File: config.mk
export PLATFORM = sky130hd
export DESIGN_NAME = song_sequencer
export DESIGN_NICKNAME = d
export VERILOG_FILES = /design/src/rtl/song_pkg.sv /design/src/rtl/song_rom.sv /design/src/rtl/song_sequencer.sv
export SDC_FILE = /design/constraint.sdc
export NUM_CORES = 1
export LEC_CHECK = 0
export BUFFER_PORTS_ARGS = -buffer_cell sky130_fd_sc_hd__buf_2
export CAP_MARGIN = 20
export CORE_MARGIN = 2
export CORE_UTILIZATION = 55
export DETAILED_ROUTE_END_ITERATION = 8
export PLACE_DENSITY = 0.83
export RECOVER_POWER = 50
export SYNTH_ARGS = -nofsm -noshare
export SYNTH_HDL_FRONTEND = slang
export SYNTH_SLANG_ARGS = --single-unit
File: constraint.sdc
create_clock -name clk -period 3.6 [get_ports clk]
set_clock_uncertainty 0.05 [all_clocks]
set_input_delay 0.18 -clock clk [delete_from_list [all_inputs] [get_ports clk]]
set_output_delay 0.18 -clock clk [all_outputs]
set_load 0.01 [all_outputs]
File: src/rtl/song_pkg.sv
// song_pkg: shared definitions for the song sequencer slice.
//   - FSM state encoding (state_e)
//   - default key-code and duration field widths
//   - song ROM contents: packed per-song note/duration constants and the
//     length table, plus lookup helpers used by song_rom.
// Note i of a song sits in bits [i*NOTE_W +: NOTE_W] of its packed note
// constant (duration: [i*DUR_W +: DUR_W]), so note 0 is the least
// significant field.
package song_pkg;

  localparam int NOTE_W_DEF  = 4;
  localparam int DUR_W_DEF   = 8;
  localparam int ROM_SONGS   = 5;
  localparam int ROM_MAX_LEN = 32;
  localparam int ROM_LEN_W   = $clog2(ROM_MAX_LEN + 1);
  localparam int NOTES_BITS  = ROM_MAX_LEN * NOTE_W_DEF;
  localparam int DURS_BITS   = ROM_MAX_LEN * DUR_W_DEF;

  typedef enum logic [2:0] {
    IDLE     = 3'd0,
    FETCH    = 3'd1,
    WAIT_KEY = 3'd2,
    GAP      = 3'd3,
    NOTE     = 3'd4
  } state_e;

  typedef struct packed {
    logic [NOTE_W_DEF-1:0] note;
    logic [DUR_W_DEF-1:0]  dur;
  } rom_word_t;

  // Song 0: notes {3,5}, durations {1,2}
  localparam logic [NOTES_BITS-1:0] SONG0_NOTES = NOTES_BITS'(128'h53);
  localparam logic [DURS_BITS-1:0]  SONG0_DURS  = DURS_BITS'(256'h0201);
  localparam logic [ROM_LEN_W-1:0]  SONG0_LEN   = ROM_LEN_W'(2);
  // Song 1: notes {7,2,9}, durations {0,1,3}; a zero duration plays as 1
  localparam logic [NOTES_BITS-1:0] SONG1_NOTES = NOTES_BITS'(128'h927);
  localparam logic [DURS_BITS-1:0]  SONG1_DURS  = DURS_BITS'(256'h030100);
  localparam logic [ROM_LEN_W-1:0]  SONG1_LEN   = ROM_LEN_W'(3);
  // Song 2: rising run {1,2,3,4}, all duration 2
  localparam logic [NOTES_BITS-1:0] SONG2_NOTES = NOTES_BITS'(128'h4321);
  localparam logic [DURS_BITS-1:0]  SONG2_DURS  = DURS_BITS'(256'h02020202);
  localparam logic [ROM_LEN_W-1:0]  SONG2_LEN   = ROM_LEN_W'(4);
  // Song 3: single note 8, duration 4
  localparam logic [NOTES_BITS-1:0] SONG3_NOTES = NOTES_BITS'(128'h8);
  localparam logic [DURS_BITS-1:0]  SONG3_DURS  = DURS_BITS'(256'h04);
  localparam logic [ROM_LEN_W-1:0]  SONG3_LEN   = ROM_LEN_W'(1);
  // Song 4 is an empty slot (length 0) and falls to the default arms below.

  function automatic logic [ROM_LEN_W-1:0] song_length(input logic [2:0] song);
    case (song)
      3'd0:    song_length = SONG0_LEN;
      3'd1:    song_length = SONG1_LEN;
      3'd2:    song_length = SONG2_LEN;
      3'd3:    song_length = SONG3_LEN;
      default: song_length = '0;
    endcase
  endfunction

  function automatic rom_word_t song_word(input logic [2:0] song, input logic [4:0] idx);
    logic [NOTES_BITS-1:0] notes;
    logic [DURS_BITS-1:0]  durs;
    case (song)
      3'd0:    begin notes = SONG0_NOTES; durs = SONG0_DURS; end
      3'd1:    begin notes = SONG1_NOTES; durs = SONG1_DURS; end
      3'd2:    begin notes = SONG2_NOTES; durs = SONG2_DURS; end
      3'd3:    begin notes = SONG3_NOTES; durs = SONG3_DURS; end
      default: begin notes = '0;          durs = '0;         end
    endcase
    song_word.note = NOTE_W_DEF'(notes >> {idx, 2'b00});
    song_word.dur  = DUR_W_DEF'(durs >> {idx, 3'b000});
  endfunction

endpackage

File: src/rtl/song_rom.sv
// song_rom: synchronous-read song ROM, one cycle of latency.
// Ports:
//   clk   in  clock
//   song  in  song number (out-of-range reads return zeros)
//   idx   in  note index  (out-of-range reads return zeros)
//   note  out key code of the addressed note
//   dur   out duration of the addressed note, in ticks
//   len   out number of notes in the addressed song, clamped to MAX_LEN
module song_rom
  import song_pkg::*;
#(
  parameter int NUM_SONGS = 5,
  parameter int MAX_LEN   = 32,
  parameter int NOTE_W    = NOTE_W_DEF,
  parameter int DUR_W     = DUR_W_DEF,
  parameter int SEL_W     = $clog2(NUM_SONGS),
  parameter int IDX_W     = $clog2(MAX_LEN + 1)
) (
  input  logic              clk,
  input  logic [SEL_W-1:0]  song,
  input  logic [IDX_W-1:0]  idx,
  output logic [NOTE_W-1:0] note,
  output logic [DUR_W-1:0]  dur,
  output logic [IDX_W-1:0]  len
);

  logic                 song_ok;
  logic                 idx_ok;
  rom_word_t            word;
  logic [ROM_LEN_W-1:0] raw_len;

  always_comb begin
    song_ok = (32'(song) < NUM_SONGS) && (32'(song) < ROM_SONGS);
    idx_ok  = (32'(idx) < MAX_LEN) && (32'(idx) < ROM_MAX_LEN);
    word    = song_word(3'(song), 5'(idx));
    raw_len = song_length(3'(song));
  end

  // NOTE: the read register has no reset; like a RAM output it is only
  // consumed one cycle after a valid address, so a reset value buys nothing.
  always_ff @(posedge clk) begin
    note <= (song_ok && idx_ok) ? NOTE_W'(word.note) : '0;
    dur  <= (song_ok && idx_ok) ? DUR_W'(word.dur) : '0;
    if (!song_ok)
      len <= '0;
    else if (32'(raw_len) > MAX_LEN)
      len <= IDX_W'(MAX_LEN);
    else
      len <= IDX_W'(raw_len);
  end

endmodule

File: src/rtl/song_sequencer.sv
// song_sequencer: plays a song from song_rom as a timed stream of key codes
// with a gate, in auto-play or learn mode. Each note is preceded by a silent
// gap; in learn mode the sequencer first waits for the matching key.
// Optional build macro: SONG_LOOP_EN -- when defined the song restarts from
// note 0 at its end (done still pulses) instead of returning to idle.
// Ports:
//   clk, rst    clock; asynchronous active-high reset
//   start       pulse: latch song_sel/learn, play from note 0 (also restarts)
//   stop        pulse: abort to idle, wins over start
//   song_sel    song number; values >= NUM_SONGS are ignored
//   learn       0 = auto-play, 1 = learn mode
//   key_valid   pulse: player pressed key_code
//   key_code    pressed key
//   key         current (or expected) note
//   key_on      gate to the tone generator
//   note_idx    index of the current note
//   busy        high whenever not idle
//   done        pulse at end of song
//   hit, miss   learn-mode pulses for a correct / wrong key press
module song_sequencer
  import song_pkg::*;
#(
  parameter int NUM_SONGS   = 5,
  parameter int MAX_LEN     = 32,
  parameter int NOTE_W      = NOTE_W_DEF,
  parameter int DUR_W       = DUR_W_DEF,
  parameter int TICK_CYCLES = 50000,
  parameter int GAP_CYCLES  = 50000000,
  parameter int SEL_W       = $clog2(NUM_SONGS),
  parameter int IDX_W       = $clog2(MAX_LEN + 1)
) (
  input  logic              clk,
  input  logic              rst,
  input  logic              start,
  input  logic              stop,
  input  logic [SEL_W-1:0]  song_sel,
  input  logic              learn,
  input  logic              key_valid,
  input  logic [NOTE_W-1:0] key_code,
  output logic [NOTE_W-1:0] key,
  output logic              key_on,
  output logic [IDX_W-1:0]  note_idx,
  output logic              busy,
  output logic              done,
  output logic              hit,
  output logic              miss
);

  // Plain-vector state constants keep the register a simple logic vector.
  localparam logic [2:0] ST_IDLE     = IDLE;
  localparam logic [2:0] ST_FETCH    = FETCH;
  localparam logic [2:0] ST_WAIT_KEY = WAIT_KEY;
  localparam logic [2:0] ST_GAP      = GAP;
  localparam logic [2:0] ST_NOTE     = NOTE;

  // One counter times both the gap and the note, so it must hold the larger.
  localparam longint NOTE_MAX = ((longint'(1) << DUR_W) - 1) * longint'(TICK_CYCLES);
  localparam longint CNT_MAX  = (longint'(GAP_CYCLES) > NOTE_MAX) ? longint'(GAP_CYCLES) : NOTE_MAX;
  localparam int     CNT_W    = $clog2(CNT_MAX + 1);
  localparam logic [CNT_W-1:0] GAP_LAST = CNT_W'(GAP_CYCLES - 1);

  logic [2:0]        state, state_next;
  logic [SEL_W-1:0]  song_q;
  logic              learn_q;
  logic [CNT_W-1:0]  cnt, cnt_next;
  logic [CNT_W-1:0]  note_len;
  logic [IDX_W-1:0]  idx_next;

  logic [SEL_W-1:0]  rom_song;
  logic [NOTE_W-1:0] rom_note;
  logic [DUR_W-1:0]  rom_dur;
  logic [IDX_W-1:0]  rom_len;
  logic [DUR_W-1:0]  dur_eff;

  logic start_ok;
  logic act;
  logic end_of_song;
  logic key_match;

  // The ROM is addressed with next-cycle values so its registered output is
  // already valid during the single FETCH cycle that consumes it.
  song_rom #(
    .NUM_SONGS (NUM_SONGS),
    .MAX_LEN   (MAX_LEN),
    .NOTE_W    (NOTE_W),
    .DUR_W     (DUR_W),
    .SEL_W     (SEL_W),
    .IDX_W     (IDX_W)
  ) u_rom (
    .clk  (clk),
    .song (rom_song),
    .idx  (idx_next),
    .note (rom_note),
    .dur  (rom_dur),
    .len  (rom_len)
  );

  // NOTE: every signal gets a default at the top of the block, so no path
  // leaves one unassigned and no latch is inferred.
  always_comb begin
    start_ok    = start && (32'(song_sel) < NUM_SONGS);
    act         = !stop && !start_ok;
    end_of_song = (note_idx >= rom_len);
    key_match   = (key_code == key);
    dur_eff     = (rom_dur == '0) ? DUR_W'(1) : rom_dur;
    rom_song    = start_ok ? song_sel : song_q;
    state_next  = state;
    idx_next    = note_idx;

    if (stop) begin
      state_next = ST_IDLE;
      idx_next   = '0;
    end else if (start_ok) begin
      state_next = ST_FETCH;
      idx_next   = '0;
    end else begin
      case (state)
        ST_FETCH: begin
          if (end_of_song) begin
            idx_next = '0;
`ifdef SONG_LOOP_EN
            state_next = ST_FETCH;
`else
            state_next = ST_IDLE;
`endif
          end else begin
            state_next = learn_q ? ST_WAIT_KEY : ST_GAP;
          end
        end
        ST_WAIT_KEY: begin
          if (key_valid && key_match)
            state_next = ST_GAP;
        end
        ST_GAP: begin
          if (cnt == GAP_LAST)
            state_next = ST_NOTE;
        end
        ST_NOTE: begin
          if (cnt == note_len - CNT_W'(1)) begin
            state_next = ST_FETCH;
            idx_next   = note_idx + IDX_W'(1);
          end
        end
        default: state_next = ST_IDLE;
      endcase
    end

    // Counter restarts on every state entry and only runs in the timed states.
    if ((state_next == state) && ((state == ST_GAP) || (state == ST_NOTE)))
      cnt_next = cnt + CNT_W'(1);
    else
      cnt_next = '0;
  end

  // NOTE: sequential state uses non-blocking assignments so every register
  // samples pre-edge values regardless of statement order.
  always_ff @(posedge clk or posedge rst) begin
    if (rst) begin
      state    <= ST_IDLE;
      song_q   <= '0;
      learn_q  <= 1'b0;
      cnt      <= '0;
      note_len <= '0;
      note_idx <= '0;
      key      <= '0;
      key_on   <= 1'b0;
      busy     <= 1'b0;
      done     <= 1'b0;
      hit      <= 1'b0;
      miss     <= 1'b0;
    end else begin
      state    <= state_next;
      cnt      <= cnt_next;
      note_idx <= idx_next;

      if (start_ok && !stop) begin
        song_q  <= song_sel;
        learn_q <= learn;
      end

      // key only changes here, so it is stable across the whole GAP and NOTE.
      if ((state == ST_FETCH) && act && !end_of_song) begin
        key      <= rom_note;
        note_len <= CNT_W'(dur_eff) * CNT_W'(TICK_CYCLES);
      end

      busy   <= (state_next != ST_IDLE);
      key_on <= (state_next == ST_NOTE);
      done   <= (state == ST_FETCH) && act && end_of_song;
      hit    <= (state == ST_WAIT_KEY) && act && key_valid && key_match;
      miss   <= (state == ST_WAIT_KEY) && act && key_valid && !key_match;
    end
  end

endmodule

==> results.json, run 1 <==
{
  "worstSetupPathType": "reg2reg",
  "ys_top_cells_by_area": "dfrtp_1, nor2_1, xnor2_1",
  "cpPeakStageDelay_ns": 0.54,
  "io_buffers": 27,
  "power.total_mw": 2.396,
  "rr_endpoint": "u_rom.note[1]",
  "critPathMaxFanout": 11,
  "synth-seq-cells": 73,
  "coreArea_sq_um": 7767,
  "regToRegSetupSlack_ns": 0.14,
  "worst_r2r_path_depth": 11,
  "slew_headroom_pct": -11.36,
  "violations": "max-capacitance violations, max-slew violations",
  "wirelength_microns": 10340,
  "track_usage_pct": 24.70,
  "initial_core_util_pct": 57.09,
  "antenna_found_initial": 0,
  "netlist.top_cell.by_area": "dfrtp_1",
  "yosysTopAreaCellShare_pct": 35.55,
  "finalSetupViolCount": 0,
  "cts_tree": "done",
  "min_path_cells": 2,
  "die_height_microns": 93.79,
  "grt_pass1_vias": 3693,
  "syn_area_sq_um": 4434,
  "nNetsFinal": 543,
  "antenna_cells": 0,
  "rows": 32,
  "cts.sinks": 73,
  "grt_max_degree": 45,
  "die_w_microns": 93.79,
  "synth_cell_type_count": 66,
  "crit_top_cell": "or3_1",
  "synth.yosys.seq_area_share_pct": 40.07,
  "place_ws_ns": 0.05125,
  "cts_buffer_depth": 2,
  "grt_pass1_wl_microns": 17170,
  "dpl.hpwl_microns": 7539,
  "cts-root-buf": "clkbuf_8",
  "drt_iter0_markers": 262,
  "htree_levels": 3,
  "rsz0062_at_grt": "true",
  "dp_cells": 603,
  "postSynthAreaPerCell_sq_um": 9.296,
  "crit_slowest_cell": "or4_4",
  "comb_power_share_pct": 29.5,
  "die_area_sq_um": 8797,
  "routedWlPerCell_microns": 16.66,
  "dr.pass1.iters": 5,
  "fin_cells": 621,
  "setup.worst_path.end_class": "flop",
  "outcome": "complete, but fails checks",
  "path_clk_slew_ns": 0.09,
  "layout_common_cells": "dfrtp_1, nor2_1, nand2_1",
  "area_delta_synth_final_pct": 11.63,
  "layout_min_cycle_time_ns": 3.456,
  "synth-edff-count": 0,
  "final_common_cell": "dfrtp_1",
  "worst_ep_required_time_ns": 3.83,
  "antenna_left": 0,
  "clock_power_share_pct": 27.6,
  "setup_ws_ns": 0.1444,
  "synth_nets": 506,
  "max_freq_mhz": 289.4,
  "period_share_pct": 95.99,
  "drv_cap": 1,
  "hold_viol_final": 0,
  "drive_above_1_share_pct": 17.15,
  "synthCells": 477,
  "synth_ff_type": "dfrtp_1",
  "leakage_nw": 2.131,
  "min_to": "song_q[2]",
  "cts_made_buffers": 9,
  "post_drt_via_cell_ratio": 5.995,
  "p_int_mw": 1.560,
  "hold_slack_ns": 0.04849,
  "worstSkewPairLatency_ns": 0.35,
  "timing.rr.start": "note_len[17]",
  "hp-start": "song_sel[2]",
  "start_kind": "flop",
  "worst_ep_arrival_time_ns": 3.68,
  "io_pins": 28,
  "ys_warn_count": 0,
  "powerDensity_nw_per_um2": 484.0,
  "tightest_slew_ns": 1.669,
  "overflow": 0,
  "drc": 0,
  "ir_worst_vdd_v": 0.0002863,
  "hp-class": "in2reg",
  "final-max-slew-violation-count": 45,
  "path_cells": "or4_4 -> xor2_1 -> or3_1 -> a221oi_2 -> nand4_2 -> buf_4 -> o221a_2 -> nor2_4 -> inv_1 -> or3_1 -> a31oi_1",
  "p_seq_share_pct": 42.9,
  "post-route-util_pct": 63.72,
  "sw_frac_of_total_pct": 34.87,
  "gp_congestion": 0.8932,
  "synthArstFlopShare_pct": 86.30,
  "vias": 3723,
  "p_sw_mw": 0.8353
}
## layout make-up
cell class / count / area (sq um)
flip-flops and latches: 73 / 1777
well taps: 102 / 127.6
clock inverters: 7 / 77.57
clock buffers: 9 / 123.9
multi-input cells: 370 / 2530
fillers: 642 / 2818
repair buffers: 42 / 246.5
inverters: 18 / 67.56
## cell usage after synthesis (all sizes together), types with 10 or more instances
cell type,instances
inv,18
nand3,20
a21oi,17
xor2,24
nor3,12
xnor2,25
o21ai,16
mux2,19
ha,16
dfrtp,63
dfxtp,10
nand2,38
or3,10
nor2,62
## sequential cells by signal, summed over array words and instances (netlist names)
name,cells
cnt,26
note_len,15
note_idx,6
key,4
u_rom.note,4
song_q,3
state,3
u_rom.dur,3
u_rom.len,3
busy,1
done,1
hit,1
key_on,1
learn_q,1
miss,1
## cells by family after synthesis
group           after synthesis  synth area share [%]
mux                          22                 5.502
fa+ha+maj                    16                 4.515
compound gates               69                 11.03
xor+xnor                     49                 9.678
buf+inv                      34                 3.499
flops                        73                 40.07
simple gates                214                 25.71
## metal layers
metal,GRT usage [%],part of all wire [%]
met5,0,0
met4,9.903,3.2
met3,4.173,4.7
met2,43.69,52
met1,29.82,41
## power groups by stage
stage               Sequential [mW]  Clock, mW  Combinational, mW
floorplan                      1.02          0              0.496
global placement               1.02          0              0.658
detailed placement             1.03          0              0.688
CTS                            1.01      0.674              0.695
global route                   1.04      0.709              0.776
finish                         1.03      0.662              0.707
## critical path, delay by kind of cell, from the launching register on
| family | cells | cell delay, ns |
|---|---|---|
| AND/OR/NAND/NOR | 5 | 1.58 |
| flip-flops | 1 | 0.44 |
| XOR/XNOR | 1 | 0.18 |
| AO/OA/AOI/OAI | 3 | 0.82 |
| buffers and inverters | 2 | 0.32 |
## stage by stage
stage	area, sq um	TNS (ns)
2_1_floorplan	4434	0
3_3_place_gp	4720	0
3_5_place_dp	4720	0
4_1_cts	4931	0
5_1_grt	4950	-0.01121
6_report	4950	0
## worst max path at each step
stage,slack (ns),start,endpoint,depth (start not counted)
after floorplan,0.22,note_len[15],u_rom.dur[2],13
after global placement,0.21,note_len[17],u_rom.dur[2],10
after detailed placement,0.05,note_len[8],u_rom.note[1],11
after CTS,0.02,note_len[8],u_rom.note[1],11
after global routing,-0.007,note_len[5],u_rom.note[1],13
final,0.14,note_len[17],u_rom.note[1],11
## what timing repair did
item / in CTS / in global routing
endpoints found under the hold margin: 1 / 0
gates resized for setup: 0 / 7
endpoints found under the setup margin: 0 / 35
buffers inserted: 0 / 1
hold buffers: 1 / 0
Note: power is estimated with default switching activity, not from simulation.
==> run 2: changes to the inputs <==
- ABC_AREA: unset -> 1
- CORE_UTILIZATION: 55 -> 56
- PLACE_DENSITY: 0.83 -> 0.84
==> run 2 against run 1 <==
- cell count grew 37%
- the flow now finishes without violations
- synthesized cell count grew 47%
- combinational power grew 34%
- worst hold slack lost 0.018 ns
- count of clock-buffer cells in the layout grew 1
- non-clock buffer count shrank 10
- synthesized area grew 14%
- critical path type unchanged
- total power grew 12%
- die area grew 11%
- critical endpoint is now cnt[2]
- core utilization shrank 0.61 points
- sequential share of layout area shrank 3.6 points
==> results.json, run 2 <==
{
  "ys_warn_count": 0,
  "ctsHoldBuffers": 2,
  "worst_ep_arrival_time_ns": 3.17,
  "cts_made_buffers": 9,
  "setup_tns_ns": 0,
  "synth_nets": 728,
  "hold_viol_final": 0,
  "layout_min_cycle_time_ns": 2.993,
  "rows": 34,
  "die_w_microns": 98.99,
  "crit_slowest_cell": "dfrtp_1",
  "hp-class": "in2reg",
  "final_common_cell": "nand2_1",
  "setup.worst_path.end_class": "flop",
  "vias": 4647,
  "post_drt_via_cell_ratio": 5.467,
  "worst_ep_required_time_ns": 3.77,
  "cts.sinks": 73,
  "n_fill_cell": 760,
  "max_freq_mhz": 334.1,
  "cts-root-buf": "clkbuf_8",
  "cts_buffer_depth": 2,
  "nNetsFinal": 766,
  "tightest_slew_ns": 1.229,
  "antenna_found_initial": 0,
  "worstSetupPathType": "reg2reg",
  "synth.most_common_cell": "nand2_1",
  "leakage_nw": 2.714,
  "track_usage_pct": 26.42,
  "dpl.hpwl_microns": 9619,
  "outcome": "finished clean",
  "grt_max_degree": 35,
  "path_clk_slew_ns": 0.08,
  "synthCells": 699,
  "drive_above_1_share_pct": 14.29,
  "initial_core_util_pct": 57.93,
  "synth_cell_type_count": 41,
  "synth.yosys.seq_area_share_pct": 35.17,
  "synth-edff-count": 0,
  "synth-seq-cells": 73,
  "yosysTopAreaCellShare_pct": 31.20,
  "post_cts_buffers": 0,
  "final-max-slew-violation-count": 0,
  "synthArstFlopShare_pct": 86.30,
  "htree_levels": 3,
  "postSynthAreaPerCell_sq_um": 7.228,
  "slew_headroom_pct": 17.95,
  "coreArea_sq_um": 8721,
  "io_pins": 28,
  "worstSkewPairLatency_ns": 0.36,
  "power.total_mw": 2.681,
  "layout_common_cells": "nand2_1, inv_1, nor2_1",
  "cts_tree": "done",
  "ys_top_cells_by_area": "dfrtp_1, nand2_1, inv_1",
  "die_height_microns": 98.99,
  "antenna_left": 0,
  "regMostFlops": "cnt",
  "routedWlPerCell_microns": 14.46,
  "path_cells": "inv_2 -> ha_1 -> inv_2 -> nand2_1 -> nand2_1 -> nand2_1 -> nand2_1 -> nor2_1 -> nand3_1 -> nor2_2 -> nand3_2 -> nor2_4 -> nand2_2 -> nand2_2 -> o21ai_2 -> nand3_2 -> nand2_1 -> o221ai_2 -> buf_4 -> nor3b_1",
  "grt_pass1_vias": 4606,
  "largest_register_ffs": 26,
  "start_kind": "flop",
  "wirelength_microns": 12290,
  "die_area_sq_um": 9798,
  "drt_iter0_markers": 232,
  "finalSetupViolCount": 0,
  "cpPeakStageDelay_ns": 0.47,
  "cts.repair.resized": 0,
  "overflow": 0,
  "ir_worst_vdd_v": 0.0002459,
  "area_delta_synth_final_pct": 8.940,
  "rsz0062_at_grt": "false",
  "syn_area_sq_um": 5052,
  "grt_pass1_wl_microns": 20670,
  "largestRegisters": "cnt: 26 flops, note_len: 15 flops, note_idx: 6 flops",
  "netlist.top_cell.by_area": "dfrtp_1",
  "synth_ff_type": "dfrtp_1",
  "critPathMaxFanout": 26,
  "gp_congestion": 0.9701,
  "crit_top_cell": "nand2_1",
  "drc": 0,
  "io_buffers": 27,
  "antenna_cells": 0,
  "dr.pass1.iters": 5,
  "synth_common_cells": "nand2_1, inv_1, nor2_1, dfrtp_1, nand3_1",
  "powerDensity_nw_per_um2": 487.0,
  "drv_cap": 0,
  "period_share_pct": 83.14
}
==> run 2: logic make-up after synthesis <==
| group | Yosys count | synth area share, % |
|---|---|---|
| adder cells (fa/ha/maj) | 16 | 3.962 |
| AO/OA/AOI/OAI | 53 | 5.621 |
| AND/OR/NAND/NOR | 417 | 41.51 |
| flip-flops | 73 | 35.17 |
| XOR/XNOR | 26 | 4.507 |
| buffers and inverters | 111 | 8.593 |
| multiplexers | 3 | 0.6439 |
==> run 2: per-stage QoR <==
| stage | utilization, % | cell area [sq um] | hold slack, ns | worst slack (ns) | cells |
|---|---|---|---|---|---|
| floorplan | - | 5052 | 0.2388 | 1.116 | 699 |
| global placement | 60.90 | 5311 | 0.2608 | 0.7868 | 832 |
| detailed placement | 60.90 | 5311 | 0.2721 | 0.6842 | 832 |
| CTS | 63.37 | 5527 | 0.01267 | 0.6541 | 850 |
| global route | 63.11 | 5504 | 0.02630 | 0.4004 | 850 |
| finish | 63.11 | 5504 | 0.03056 | 0.6071 | 850 |
==> run 2: final timing paths <==
kind | cells past startpoint | end | slack (ns) | start
max | 20 | cnt[2] | 0.61 | note_len[14]
min | 2 | song_q[2] | 0.03 | song_sel[2]
max reg2reg | 20 | cnt[2] | 0.61 | note_len[14]
min reg2reg | 2 | key[2] | 0.38 | u_rom.note[2]
max in group asynchronous | 4 | cnt[22] | 1.41 | rst
min in group asynchronous | 3 | learn_q | 0.64 | rst
==> run 2: cell type report <==
cell class | count | area, sq um | share of cell area, %
Tap cell | 108 | 135.1 | 2.455
Timing Repair Buffer | 32 | 155.1 | 2.819
Clock buffer | 10 | 127.6 | 2.319
Sequential cell | 73 | 1777 | 32.28
Clock inverter | 6 | 67.56 | 1.228
Multi-Input combinational cell | 515 | 2841 | 51.63
Inverter | 106 | 400.4 | 7.274
==> run 2: power breakdown <==
part / internal [mW] / switching (mW) / total (mW)
clock network: 0.323 / 0.336 / 0.659
registers: 0.932 / 0.140 / 1.07
logic: 0.313 / 0.637 / 0.949
==> run 2: layer usage <==
metal | global-route usage, % | part of all wire [%] | vias to the layer above
li1 | - | - | 2316
met1 | 31.21 | 41 | 2140
met2 | 46.93 | 51 | 152
met3 | 4.397 | 4.3 | 39
met4 | 11.80 | 3.7 | 0
met5 | 0 | 0 | -
==> run 2: worst max-delay path, delay by kind of cell (launching register included) <==
family	cells	cell delay, ns
fa+ha+maj	1	0.33
flops	1	0.47
simple gates	14	1.32
compound gates	2	0.12
buf+inv	3	0.55
